File: src/rtl/operand_fetch.sv
// Operand fetch: owns the 32x32 register file, reads two sources with writeback bypass, scoreboards in-flight destinations.
// Latency: a request accepted at edge N presents its operand bundle (op_valid=1) from edge N+1.
// Backpressure: req_ready drops on RAW/WAW hazard, flush, or when the held bundle is not being consumed (op_valid & !op_ready).
//
// Ports:
//   clk, rst                     clock and synchronous active-high reset
//   wb_en/wb_reg/wb_data         writeback port: writes the register file and clears scoreboard bits
//   req_valid/req_ready          decoded-instruction handshake carrying req_rs1, req_rs2, req_rd, req_rd_write
//   op_valid/op_ready            operand bundle handshake carrying op_a, op_b, op_rd, op_rd_write
//   flush                        discard the held bundle and release its scoreboard bit
//   pending                      scoreboard bits, one per architectural register
module operand_fetch #(
  parameter int DATA_W = 32,
  parameter int NREGS  = 32,
  parameter int REG_AW = 5
) (
  input  logic              clk,
  input  logic              rst,
  // writeback
  input  logic              wb_en,
  input  logic [REG_AW-1:0] wb_reg,
  input  logic [DATA_W-1:0] wb_data,
  // decoded request
  input  logic              req_valid,
  output logic              req_ready,
  input  logic [REG_AW-1:0] req_rs1,
  input  logic [REG_AW-1:0] req_rs2,
  input  logic [REG_AW-1:0] req_rd,
  input  logic              req_rd_write,
  // operand bundle to execute
  output logic              op_valid,
  input  logic              op_ready,
  output logic [DATA_W-1:0] op_a,
  output logic [DATA_W-1:0] op_b,
  output logic [REG_AW-1:0] op_rd,
  output logic              op_rd_write,
  // control / debug
  input  logic              flush,
  output logic [NREGS-1:0]  pending
);

  typedef struct packed {
    logic [DATA_W-1:0] a;
    logic [DATA_W-1:0] b;
    logic [REG_AW-1:0] rd;
    logic              rd_write;
  } op_bundle_t;

  // ---------------------------------------------------------------------
  // State
  // ---------------------------------------------------------------------
  logic [DATA_W-1:0] regs_q [NREGS];
  logic [NREGS-1:0]  pending_q, pending_d;
  logic              op_valid_q, op_valid_d;
  op_bundle_t        op_q, op_d;

  // ---------------------------------------------------------------------
  // Decode of the writeback port against each requested index
  // ---------------------------------------------------------------------
  logic wb_live;
  logic wb_hits_rs1, wb_hits_rs2, wb_hits_rd;

  // A writeback to r0 is architecturally a no-op; it neither writes nor bypasses.
  assign wb_live     = wb_en && (wb_reg != '0);
  assign wb_hits_rs1 = wb_en && (wb_reg == req_rs1);
  assign wb_hits_rs2 = wb_en && (wb_reg == req_rs2);
  assign wb_hits_rd  = wb_en && (wb_reg == req_rd);

  // ---------------------------------------------------------------------
  // Source reads with same-cycle writeback bypass
  // ---------------------------------------------------------------------
  logic [DATA_W-1:0] rs1_val, rs2_val;

  always_comb begin
    rs1_val = regs_q[req_rs1];
    if (req_rs1 == '0) begin
      rs1_val = '0;
    end else if (wb_hits_rs1) begin
      rs1_val = wb_data;
    end
  end

  always_comb begin
    rs2_val = regs_q[req_rs2];
    if (req_rs2 == '0) begin
      rs2_val = '0;
    end else if (wb_hits_rs2) begin
      rs2_val = wb_data;
    end
  end

  // ---------------------------------------------------------------------
  // Hazard detection
  // ---------------------------------------------------------------------
  // A register whose result is arriving on writeback this cycle is no
  // longer a hazard: the bypass supplies the value for sources, and for
  // the destination the set-wins scoreboard rule keeps ordering intact.
  logic src1_busy, src2_busy, dst_busy;
  logic out_free;
  logic accept;

  assign src1_busy = pending_q[req_rs1] && (req_rs1 != '0) && !wb_hits_rs1;
  assign src2_busy = pending_q[req_rs2] && (req_rs2 != '0) && !wb_hits_rs2;
  assign dst_busy  = req_rd_write && (req_rd != '0) && pending_q[req_rd] && !wb_hits_rd;

  assign out_free  = !op_valid_q || op_ready;

  assign req_ready = !rst && !flush && out_free && !src1_busy && !src2_busy && !dst_busy;
  assign accept    = req_valid && req_ready;

  // ---------------------------------------------------------------------
  // Scoreboard next state
  // ---------------------------------------------------------------------
  // Order matters: clears first, then the set, so a same-cycle set on the
  // register being retired leaves the bit at 1.
  always_comb begin
    pending_d = pending_q;
    // A flushed bundle will never write back, so release its destination.
    if (flush && op_valid_q && op_q.rd_write && (op_q.rd != '0)) begin
      pending_d[op_q.rd] = 1'b0;
    end
    if (wb_en) begin
      pending_d[wb_reg] = 1'b0;
    end
    if (accept && req_rd_write && (req_rd != '0)) begin
      pending_d[req_rd] = 1'b1;
    end
    pending_d[0] = 1'b0;
  end

  // ---------------------------------------------------------------------
  // Output stage next state
  // ---------------------------------------------------------------------
  always_comb begin
    op_valid_d = op_valid_q;
    op_d       = op_q;
    if (flush) begin
      op_valid_d = 1'b0;
    end else if (accept) begin
      op_valid_d  = 1'b1;
      op_d.a        = rs1_val;
      op_d.b        = rs2_val;
      op_d.rd       = req_rd;
      op_d.rd_write = req_rd_write;
    end else if (op_ready) begin
      op_valid_d = 1'b0;
    end
  end

  // ---------------------------------------------------------------------
  // Sequential state
  // ---------------------------------------------------------------------
  always_ff @(posedge clk) begin
    if (rst) begin
      for (int i = 0; i < NREGS; i++) begin
        regs_q[i] <= '0;
      end
    end else if (wb_live) begin
      regs_q[wb_reg] <= wb_data;
    end
  end

  always_ff @(posedge clk) begin
    if (rst) begin
      pending_q  <= '0;
      op_valid_q <= 1'b0;
      op_q       <= '0;
    end else begin
      pending_q  <= pending_d;
      op_valid_q <= op_valid_d;
      op_q       <= op_d;
    end
  end

  // ---------------------------------------------------------------------
  // Outputs
  // ---------------------------------------------------------------------
  assign op_valid    = op_valid_q;
  assign op_a        = op_q.a;
  assign op_b        = op_q.b;
  assign op_rd       = op_q.rd;
  assign op_rd_write = op_q.rd_write;
  assign pending     = pending_q;

endmodule

File: config.mk
export PLATFORM = sky130hd
export DESIGN_NAME = operand_fetch
export DESIGN_NICKNAME = d
export VERILOG_FILES = /design/src/rtl/operand_fetch.sv
export SDC_FILE = /design/constraint.sdc
export NUM_CORES = 2
export LEC_CHECK = 0
export ABC_AREA = 1
export ABC_CLOCK_PERIOD_IN_PS = 6600
export BUFFER_PORTS_ARGS = -buffer_cell sky130_fd_sc_hd__buf_2
export CAP_MARGIN = 20
export CORE_MARGIN = 3
export CORE_UTILIZATION = 40
export DETAILED_ROUTE_END_ITERATION = 10
export PLACE_DENSITY = 0.51
export SLEW_MARGIN = 20
export SYNTH_ARGS = -nofsm -noshare
export SYNTH_HDL_FRONTEND = slang
export SYNTH_SLANG_ARGS = --single-unit
File: constraint.sdc
create_clock -name clk -period 6.6 [get_ports clk]
set_input_delay 1.32 -clock clk [delete_from_list [all_inputs] [get_ports clk]]
set_output_delay 1.32 -clock clk [all_outputs]
set_load 0.03 [all_outputs]
==> reports/metrics.yaml <==
status:
  status: "finished, final reports clean"
synthesis:
  syn_avg_cell_area_um2: 8.40
  synth_xor_area_share_pct: 0
  synth_top_area_cell: "edfxtp_1"
  synth_top_area_share_pct: 50.4
  synth_compound_area_share_pct: 19.1
  yosys_warnings: 0
  synth-adder-area-share_pct: 0
  synth_top_family_by_area: "compound AO/OA/AOI/OAI gates"
  ys_ff_latch: 1126
  netlist_area_um2: 61100
  synth_commonest_cells: "nor2_1, edfxtp_1, o21ai_0"
  synth_area_leaders: "edfxtp_1, nor2_1, o21ai_0"
  synth_edf_count: 1024
  synth_most_common_cell: "nor2_1"
  ys_types: 37
  yosys.area_share.simple_pct: 18.9
  synth_flop_cell: "edfxtp_1"
  synth.area.mux_share_pct: 0
  synth-async-reset-ratio_pct: 0
  synth_cells: 7266
  synth-seq-area-share_pct: 53.7
worst_hold_path:
  hold_end: "op_a[0]"
  hp-class: "flop to flop"
  min_path_cells: 2
  hold_path_startpoint: "op_a[0]"
finish:
  fin_util_pct: 44.9
  layout.nets: 7131
  nFillCells: 14800
  syn_to_final_growth_pct: 10.8
  drive_gt1_share_pct: 8.40
die:
  fp.dieArea_um2: 157000
  std_cell_rows: 142
  core-area_um2: 151000
  die_h_um: 397
  start_util_pct: 40.5
  die_w_um: 397
  io_pins: 163
critical_path:
  cpPeakStageDelay_ps: 820
  r2r_slack_ps: 3690
  critPathLaunchType: "primary input"
  arrival_ps: 3980
  ff2ff_path_depth: 14
  reg2reg_from: "pending[12]"
  worstPathMaxFanout: 32
  reg2reg_to: "pending[4]"
  crit_family: "buffers and inverters"
  end_kind: "output pin"
  path_cells: "buf_2 > inv_2 > nand2_1 > o21ai_1 > inv_1 > nand2_1 > inv_1 > a21oi_1 > nand3_2 > inv_2 > buf_2"
  cp_slowest_cell: "inv_1"
  critPathKind: "primary input to output pin"
  worstPathRequired_ps: 5280
  path_buf_inv: 6
sta:
  final_hold_viol_count: 0
  tightestPinTransition_ps: 1120
  rsz0062_at_grt: "false"
  finalClockSkew_ps: 19.5
  finalSetupViolations: 0
  fin_crit_sh_pct: 80.3
  period_needed_ps: 5300
  fin_setup_tns_ps: 0
  whs_ps: 444
  max_freq_mhz: 189
  fin_ws_ps: 1300
  maxSlewViolCount: 0
  maxSlewHeadroom_pct: 24.9
clock_network:
  clock-sinks: 1126
  clock_latency_ps: 790
  clkTransAtPathRegs_ps: 60
  root_buffer: "clkbuf_16"
  cts_tree: "yes"
  ctsHoldBuffers: 0
  cts-htree-levels: 4
  cts_setup_buffers: 0
  post_cts_resized: 0
  cts-buffers-inserted: 137
  clock_path_buffers: 3
power_and_ir_drop:
  leakage_nw: 25.8
  p_per_area_nw_per_um2: 266
  ir_drop_uv: 281
  finalPower_mw: 18.0
job:
  drv_cap: 0
grt:
  grt_pass1_vias: 51600
  antenna_found_initial: 14
  grt_use_total_pct: 32.6
  overflow: 0
  grt_max_degree: 210
  grt_first_pass_wirelength_um: 372000
drt:
  ant_nets: 0
  drc: 0
  drt_iter0_markers: 8014
  firstDrtPassIters: 6
  wl_per_cell_um: 28.7
  wl_um: 264000
  via_per_inst: 6.10
  num_vias: 56100
place:
  dpl.hpwl_um: 153000
  portBuffers: 161
  pre_cts_slack_ps: 1370
  gp_congestion: 0.948
==> logic make-up (layout without fill, tap and decap cells) <==
logic type | count (synthesis) | in the layout
AO/OA/AOI/OAI | 2041 | 2041
AND/OR/NAND/NOR | 2846 | 2846
other | 1 | 34
buffers and inverters | 1252 | 1131
flip-flops | 1126 | 1126
==> worst max-delay path by stage <==
stage / to / cells after the start / startpoint
CTS: req_ready / 11 / req_rd[0]
finish: req_ready / 11 / req_rd[0]
global placement: req_ready / 11 / req_rd[0]
detailed placement: req_ready / 11 / req_rd[0]
floorplan: regs_q[1][0] / 6 / wb_reg[3]
global route: req_ready / 11 / req_rd[0]
==> layer usage <==
layer  GRT usage [%]  wire length (um)  part of all wire (%)  vias to the layer above
met4            12.6             10200                   3.9                        6
li1                -                 -                     -                    24700
met3            7.95             30700                    12                      590
met1            44.9            108000                    41                    27300
met5               0                45                 0.017                        -
met2            49.7            115000                    44                     3507
==> sequential cells by signal (all words and copies together) (netlist names) <==
| register | count |
|---|---|
| op_valid | 1 |
| op_a | 32 |
| op_b | 32 |
| regs_q | 1024 |
| op_rd_write | 1 |
| op_rd | 5 |
| pending | 31 |
==> metrics by stage <==
step,area [um^2],std cells
after floorplan,61200,7298
after global placement,63300,8948
after detailed placement,63400,8949
after CTS,67600,9193
after global routing,67700,9193
final,67700,9194
==> worst register-to-register path: stages (launching register included) <==
cell	delay (ps)
dfxtp_1	380
inv_1	180
o21ai_0	120
nand2_1	90
nand2_1	50
nand2_1	50
nand2_1	80
nor2_1	90
nand2_1	100
a21oi_1	230
nand3_2	170
nor2_4	470
buf_4	510
nand3_1	150
a21oi_1	170
==> power by group <==
group          switching, mW  internal [mW]  leakage (nW)
registers              0.151           8.14          10.6
logic                   1.79          0.531          13.2
clock network           3.13           4.27          2.08
total                   5.07           12.9          25.8
==> cell type report <==
| class | instances | area, um^2 | area share [%] |
|---|---|---|---|
| Antenna cell | 1 | 2.50 | 0.00370 |
| Clock buffer | 194 | 3860 | 5.71 |
| Clock inverter | 50 | 399 | 0.590 |
| Inverter | 557 | 2120 | 3.13 |
| Sequential cell | 1126 | 32800 | 48.5 |
| Tap cell | 2016 | 2520 | 3.73 |
| Timing Repair Buffer | 330 | 2400 | 3.55 |
| Multi-Input combinational cell | 4920 | 23600 | 34.8 |
==> cells in the final DEF, fill, tap and decap left out, drive strengths merged, types with 7 or more instances in the layout <==
| cell type | count |
|---|---|
| a21oi | 580 |
| conb | 33 |
| nand4 | 19 |
| dfxtp | 102 |
| clkbuf | 194 |
| a221o | 27 |
| buf | 330 |
| inv | 558 |
| a211oi | 14 |
| o221ai | 7 |
| nor2 | 1407 |
| edfxtp | 1024 |
| o21ai | 905 |
| o211ai | 426 |
| nand3 | 580 |
| clkinv | 43 |
| o22ai | 38 |
| o2111ai | 28 |
| nand2 | 799 |
| nor3 | 39 |
Power figures use the tool's default switching activity.
